File: config.mk
export PLATFORM = sky130hd
export DESIGN_NAME = stall_controller
export DESIGN_NICKNAME = d
export VERILOG_FILES = /design/src/rtl/stall_controller.sv
export SDC_FILE = /design/constraint.sdc
export NUM_CORES = 1
export LEC_CHECK = 0
export BUFFER_PORTS_ARGS = -buffer_cell sky130_fd_sc_hd__buf_4
export CORE_MARGIN = 5
export CORE_UTILIZATION = 40
export DETAILED_ROUTE_END_ITERATION = 10
export HOLD_SLACK_MARGIN = 0.15
export RECOVER_POWER = 50
export SLEW_MARGIN = 40
export SYNTH_ARGS = -nofsm -noshare
export SYNTH_HDL_FRONTEND = slang
export SYNTH_SLANG_ARGS = --single-unit
export TNS_END_PERCENT = 100
File: constraint.sdc
create_clock -name clock -period 3.9 [get_ports clock]
set_input_delay 0 -clock clock [delete_from_list [all_inputs] [get_ports clock]]
set_output_delay 0 -clock clock [all_outputs]
set_load 0.01 [all_outputs]
File: src/rtl/stall_controller.sv
// Stall/flush sequencer for the 5-stage pipeline.
// Merges ID/EX/MEM stall requests into a per-stage hold vector and sequences a
// multi-cycle EX unit through a start/done handshake. A timeout cancels the unit,
// and flush_request aborts any in-flight work.
//
// state | meaning
// IDLE  | no multi-cycle op in flight
// START | launch cycle, ex_unit_start pulses
// BUSY  | unit running, waiting for done or timeout
// DONE  | result available, held while MEM stalls
module stall_controller #(
    parameter int MAX_CYCLES = 34,
    parameter int CNT_W      = 6
) (
    input  logic       clock,
    input  logic       reset,
    input  logic       id_stall_request,
    input  logic       ex_stall_request,
    input  logic       mem_stall_request,
    input  logic       ex_unit_done,
    input  logic       flush_request,
    output logic [5:0] stall,
    output logic       flush,
    output logic       ex_unit_start,
    output logic       ex_unit_cancel,
    output logic       ex_result_valid,
    output logic       timeout_error
);

    typedef enum logic [1:0] {
        IDLE  = 2'd0,
        START = 2'd1,
        BUSY  = 2'd2,
        DONE  = 2'd3
    } state_t;

    localparam logic [CNT_W-1:0] LAST_COUNT = CNT_W'(MAX_CYCLES - 1);

    state_t             state, state_nxt;
    logic [CNT_W-1:0]   count, count_nxt;
    logic               flush_q, flush_nxt;
    logic               cancel_q, cancel_nxt;
    logic               timeout_q;
    logic               timeout_hit;
    logic               ex_term;

    // State, counter and the one-cycle-delayed flush/cancel pulses.
    always_ff @(posedge clock or negedge reset) begin
        if (!reset) begin
            state     <= IDLE;
            count     <= '0;
            flush_q   <= 1'b0;
            cancel_q  <= 1'b0;
            timeout_q <= 1'b0;
        end else begin
            state    <= state_nxt;
            count    <= count_nxt;
            flush_q  <= flush_nxt;
            cancel_q <= cancel_nxt;
            if (timeout_hit) begin
                timeout_q <= 1'b1;
            end
        end
    end

    // Next-state logic; a flush overrides done and timeout.
    always_comb begin
        state_nxt   = state;
        count_nxt   = count;
        timeout_hit = 1'b0;
        case (state)
            IDLE: begin
                if (ex_stall_request) begin
                    state_nxt = START;
                end
            end
            START: begin
                count_nxt = '0;
                state_nxt = BUSY;
            end
            BUSY: begin
                count_nxt = count + 1'b1;
                if (ex_unit_done) begin
                    state_nxt = DONE;
                end else if (count == LAST_COUNT) begin
                    timeout_hit = 1'b1;
                    state_nxt   = IDLE;
                    count_nxt   = '0;
                end
            end
            DONE: begin
                if (!mem_stall_request) begin
                    state_nxt = IDLE;
                end
            end
            default: state_nxt = IDLE;
        endcase
        if (flush_request) begin
            state_nxt   = IDLE;
            count_nxt   = '0;
            timeout_hit = 1'b0;
        end
        flush_nxt  = flush_request | timeout_hit;
        cancel_nxt = (flush_request & ((state == START) | (state == BUSY))) | timeout_hit;
    end

    // Stall vector: deepest requester wins; forced clear in a flush cycle or reset.
    always_comb begin
        ex_term = ((state == IDLE) & ex_stall_request) | (state == START) | (state == BUSY)
                | ((state == DONE) & mem_stall_request);
        stall = 6'b000000;
        if (!reset || flush_request) begin
            stall = 6'b000000;
        end else if (mem_stall_request) begin
            stall = 6'b011111;
        end else if (ex_term) begin
            stall = 6'b001111;
        end else if (id_stall_request) begin
            stall = 6'b000111;
        end
    end

    // Handshake outputs; start and result are suppressed by a concurrent flush.
    always_comb begin
        ex_unit_start   = (state == START) & ~flush_request;
        ex_result_valid = (state == DONE) & ~flush_request;
        ex_unit_cancel  = cancel_q;
        flush           = flush_q;
        timeout_error   = timeout_q;
    end

endmodule

* Word level (Yosys, flattened, before mapping)
Index checks and enable logic that the tools add are counted.
W data, S select, Z words.
** Storage, ports and cells
- Flip-flop bits (word level) :: 11
- Latch bits :: 0
- Memory bits (writable) :: 0
- Memory bits (read-only) :: 0
- Bits of input ports :: 7
- Output and inout bits :: 11
- Word-level logic and storage cells :: 48
- Memories :: 0
** Operators by class
- Add/sub/neg operators :: 1
- Multiply operators :: 0
- Div/mod/pow operators :: 0
- Order comparisons :: 0
- Eq/ne operators :: 7
- Shift-type cells :: 0
- Mux-type cells :: 18
- Bitwise operators :: 12
- Reductions and logical operators :: 5
** Operator list (count)
- $mux W6 :: 3
- $pmux W6 S2 :: 1
- $mux W2 :: 5
- $mux W5 :: 2
- $pmux W2 S4 :: 1
- $add A6 B1 Y6 const B :: 1
- $eq A6 B6 Y1 const B :: 1
- $ne A3 B3 Y1 const B :: 2
- $or A1 B1 Y1 :: 6
- $and A1 B1 Y1 :: 5
- $eq A2 B2 Y1 const B :: 2
- $mux W1 :: 4
- $mux W4 :: 1
- $ne A4 B4 Y1 const B :: 1
- $mux W3 :: 1
- $reduce_and A3 Y1 :: 1
- $reduce_bool A3 Y1 :: 1
- $eq A2 B1 Y1 const B :: 1
- $logic_not A2 Y1 :: 1
- $logic_not A1 Y1 :: 1
- $logic_or A1 B1 Y1 :: 1
- $not A1 Y1 :: 1

* Depth between registers and ports, before layout
- Depth in word-level cells :: 8
- Mapped depth :: 6
- Gate-level depth less buffers :: 6

* Worst setup path after synthesis
Ideal clock, no wire load.
- Path kind :: reg2out
- From :: register state[0]
- To :: output port stall[1]
- Data arrival time :: 1537 ps
- Data required time :: 3900 ps
- Path slack :: 2363 ps
- Cell stages (with the launch flop) :: 6
- Path buffers :: 1
- Path through :: dfrtp_1 -> inv_1 -> ha_1 -> a2111oi_0 -> a21oi_1 -> buf_4
** On the way
- Longest elaborated chain between the ends :: 8
- Elaborated cells between the ends (all ways) :: 12
- Classes of those cells :: eq/ne (3); mux (3); bitwise (5); reduce/logical (1)
** RTL lines
- start, declared :: line 39 : state_t state, state_nxt;
- start signal, assigned :: line 56 : state <= state_nxt;
- $logic_not A2 Y1 :: line 109 : ex_term = ((state == IDLE) & ex_stall_request) | (state == START) | (state == BUSY)
- $and A1 B1 Y1 :: line 109
- $or A1 B1 Y1 (2 in series) :: line 109
- $or A1 B1 Y1 (*) :: line 110 : | ((state == DONE) & mem_stall_request);
- $mux W4 (*) :: line 116 : end else if (ex_term) begin
- $mux W5 (*) :: line 114 : end else if (mem_stall_request) begin
- $mux W5 (*) :: line 112 : if (!reset || flush_request) begin
- end, declared :: line 22 : output logic [5:0] stall,
Mark *: on every way between the ends. The rest lies on a longest branch, timed or not.

* Final worst setup path
Same ends and word-level chain as after synthesis.

==> impl_metrics.json <==
{
  "viasPerCell": 4.76,
  "criticalPathCategory": "flip-flop to primary output",
  "dieHeight_um": 52.2,
  "fin_skew_ns": 0.0134,
  "rsz0062_at_grt": "no",
  "cp_data_required_time_ns": 3.90,
  "totalWireLength_mm": 1.46,
  "syn-instance-count": 77,
  "slowest_delay_ns": 0.51,
  "min_path_cells": 5,
  "hold_slack_ns": 0.336,
  "worst_path_max_delay_cell": "a2111oi_0",
  "r2r_slack_ns": 2.04,
  "synth-seq-cells": 11,
  "crit_buf_inv": 2,
  "clock_latency_ns": 0.28,
  "swShare_pct": 37.5,
  "synth_area_um2": 713,
  "drt-pass1-iter-count": 4,
  "htreeDepth": 1,
  "area_growth_pct": 25.8,
  "synth-edff-count": 0,
  "hold_end": "state[0]",
  "core_mm2": 0.00171,
  "final_cell_mix": "dfrtp_1, buf_4, o21ai_0, ha_1",
  "fin_setup_tns_ns": 0,
  "syn_avg_cell_area_um2": 9.26,
  "worst_slew_pin_slew_ns": 0.599,
  "p_leak_uw": 0.000405,
  "final_nets": 114,
  "min-delay-start": "mem_stall_request",
  "fin_crit_ns": 1.99,
  "cts_tree": "yes",
  "final-hold-violation-count": 0,
  "yosysTopAreaCellShare_pct": 38.6,
  "synth_fp_nets": 91,
  "via_count": 590,
  "critical_path.cell_chain": "inv_1 -> ha_1 -> a2111oi_0 -> a21oi_1 -> buf_4",
  "postLayoutCellArea_um2": 897,
  "internal_power_uw": 238,
  "multi_input_area_um2": 393,
  "synthFlopType": "dfrtp_1",
  "slew_headroom_pct": 59.0,
  "clkPwrFrac_pct": 20.8,
  "dieArea_mm2": 0.00273,
  "status": "completed",
  "pwr-share-comb_pct": 40.4,
  "reg2regPathDepth": 6,
  "r2r-start": "count[1]",
  "drt_iter0_drc": 7,
  "clk_path_buf_depth": 2,
  "endpoint_kind": "primary output",
  "drive_gt1_share_pct": 20.2,
  "rows": 15,
  "power_frac_seq_pct": 38.8,
  "grt_pass1_vias": 568,
  "drtAntennaViolNets": 0,
  "synthArstFlopShare_pct": 100,
  "die_w_um": 52.2,
  "boundaryPins": 18,
  "critPathTopFamily": "compound AO/OA/AOI/OAI gates",
  "peakVddDrop_mv": 0.194,
  "ff_latch_area_um2": 275,
  "period_share_pct": 50.9,
  "crit_arrival_ns": 1.99,
  "dp_hpwl_mm": 1.09,
  "gp_congestion": 0.728,
  "synth-seq-area-share_pct": 38.6,
  "mostFrequentLayoutCell": "dfrtp_1",
  "power_density_mw_per_mm2": 425,
  "drc": 0,
  "antenna_found_initial": 0,
  "start_kind": "flip-flop",
  "drv_cap": 0,
  "wl_per_cell_um": 11.8,
  "min_path_type": "primary input to flip-flop",
  "cts_sinks": 11,
  "start_util_pct": 41.8,
  "diodes": 0,
  "grt_start_max_net_pins": 12,
  "max_freq_ghz": 0.503,
  "synth_warnings": 0,
  "grt_pass1_wl_mm": 2.54,
  "cp_max_fo": 7,
  "synth_top_area_cell": "dfrtp_1",
  "final_max_slew_viol_count": 0,
  "clk_transition_reported_paths_ns": 0.06,
  "nFillCells": 162,
  "switching_power_uw": 143,
  "grt_util_all_layers_pct": 12.7,
  "grt_overflow": 0,
  "synth_area_leaders": "dfrtp_1, ha_1, o21ai_0, buf_4, inv_1",
  "setup_viol": 0,
  "ctsResizeCount": 0,
  "crit_start": "state[0]",
  "r2r_end": "ex_unit_cancel",
  "yosysUniqueCellTypes": 31,
  "place_area_um2": 842,
  "port-buffer-count": 16,
  "cts_made_buffers": 3,
  "cts_root_buf": "clkbuf_4"
}
==> synth_stat cells, types with 2 or more instances <==
library cell,number
dfrtp_1,11
ha_1,7
o21ai_0,7
inv_1,6
nand2_1,6
nor2_1,4
a21oi_1,3
buf_4,3
nand3_1,3
a31oi_1,2
and2_1,2
nor2b_1,2
nor3_1,2
xnor2_1,2
==> layout make-up <==
class / instances / share of cell area [%]
Inverter: 6 / 2.51
Clock buffer: 3 / 2.51
Clock inverter: 1 / 0.558
Tap cell: 25 / 3.49
Multi-Input combinational cell: 57 / 43.8
Sequential cell: 11 / 30.7
Timing Repair Buffer: 21 / 16.5
==> routing by layer <==
metal | vias to the layer above | global-route usage [%] | routed length [µm]
met5 | - | 0 | 0
met2 | 19 | 17.2 | 582
met1 | 259 | 17.7 | 739
li1 | 308 | - | -
met4 | 0 | 6.38 | 22
met3 | 4 | 4.27 | 117
==> worst max path at each step <==
stage                           to  slack (ns)  cells after the start
after floorplan           stall[1]        2.36                      5
after global placement    state[1]        2.24                      6
after detailed placement  count[5]        2.20                      6
after CTS                 stall[2]        1.89                      5
after global routing      stall[1]        1.74                      5
final                     stall[1]        1.91                      5
==> flip-flops by register name (all words and copies together), names as in the netlist <==
name / cells
flush: 1
timeout_error: 1
ex_unit_cancel: 1
state: 2
count: 6
==> power by group through the flow <==
| stage | Clock [µW] | Combinational (µW) | Sequential (µW) |
|---|---|---|---|
| floorplan | 0 | 104 | 150 |
| global placement | 0 | 154 | 149 |
| detailed placement | 0 | 153 | 150 |
| CTS | 83.5 | 162 | 148 |
| global route | 85.9 | 179 | 150 |
| finish | 79.5 | 154 | 148 |
==> worst min-delay path, cell delays in order <==
cell and delay [ns]:
buf_4 0.09, and2_1 0.11, o21ai_0 0.15, o2111ai_1 0.16, o21ai_2 0.06
==> repair_timing <==
item | in CTS | in global routing
hold buffers | 5 | 0
hold endpoints to repair | 18 | 0
buffers inserted | 0 | 0
==> through the flow <==
step,cells,utilization (%),worst slack (ns),power [µW]
2_1_floorplan,77,-,2.36,253
3_3_place_gp,115,49.3,2.24,304
3_5_place_dp,115,49.3,2.20,302
4_1_cts,124,53.8,1.89,393
5_1_grt,124,52.5,1.74,414
6_report,124,52.5,1.91,382
==> logic make-up after synthesis <==
family	count (synthesis)	share of synthesized area, %
AO/OA/AOI/OAI	19	16.7
buffers and inverters	9	6.32
flip-flops	11	38.6
other	1	0.526
AND/OR/NAND/NOR	28	23.2
adder cells (fa/ha/maj)	7	12.3
XOR/XNOR	2	2.46
Power figures use the tool's default switching activity.
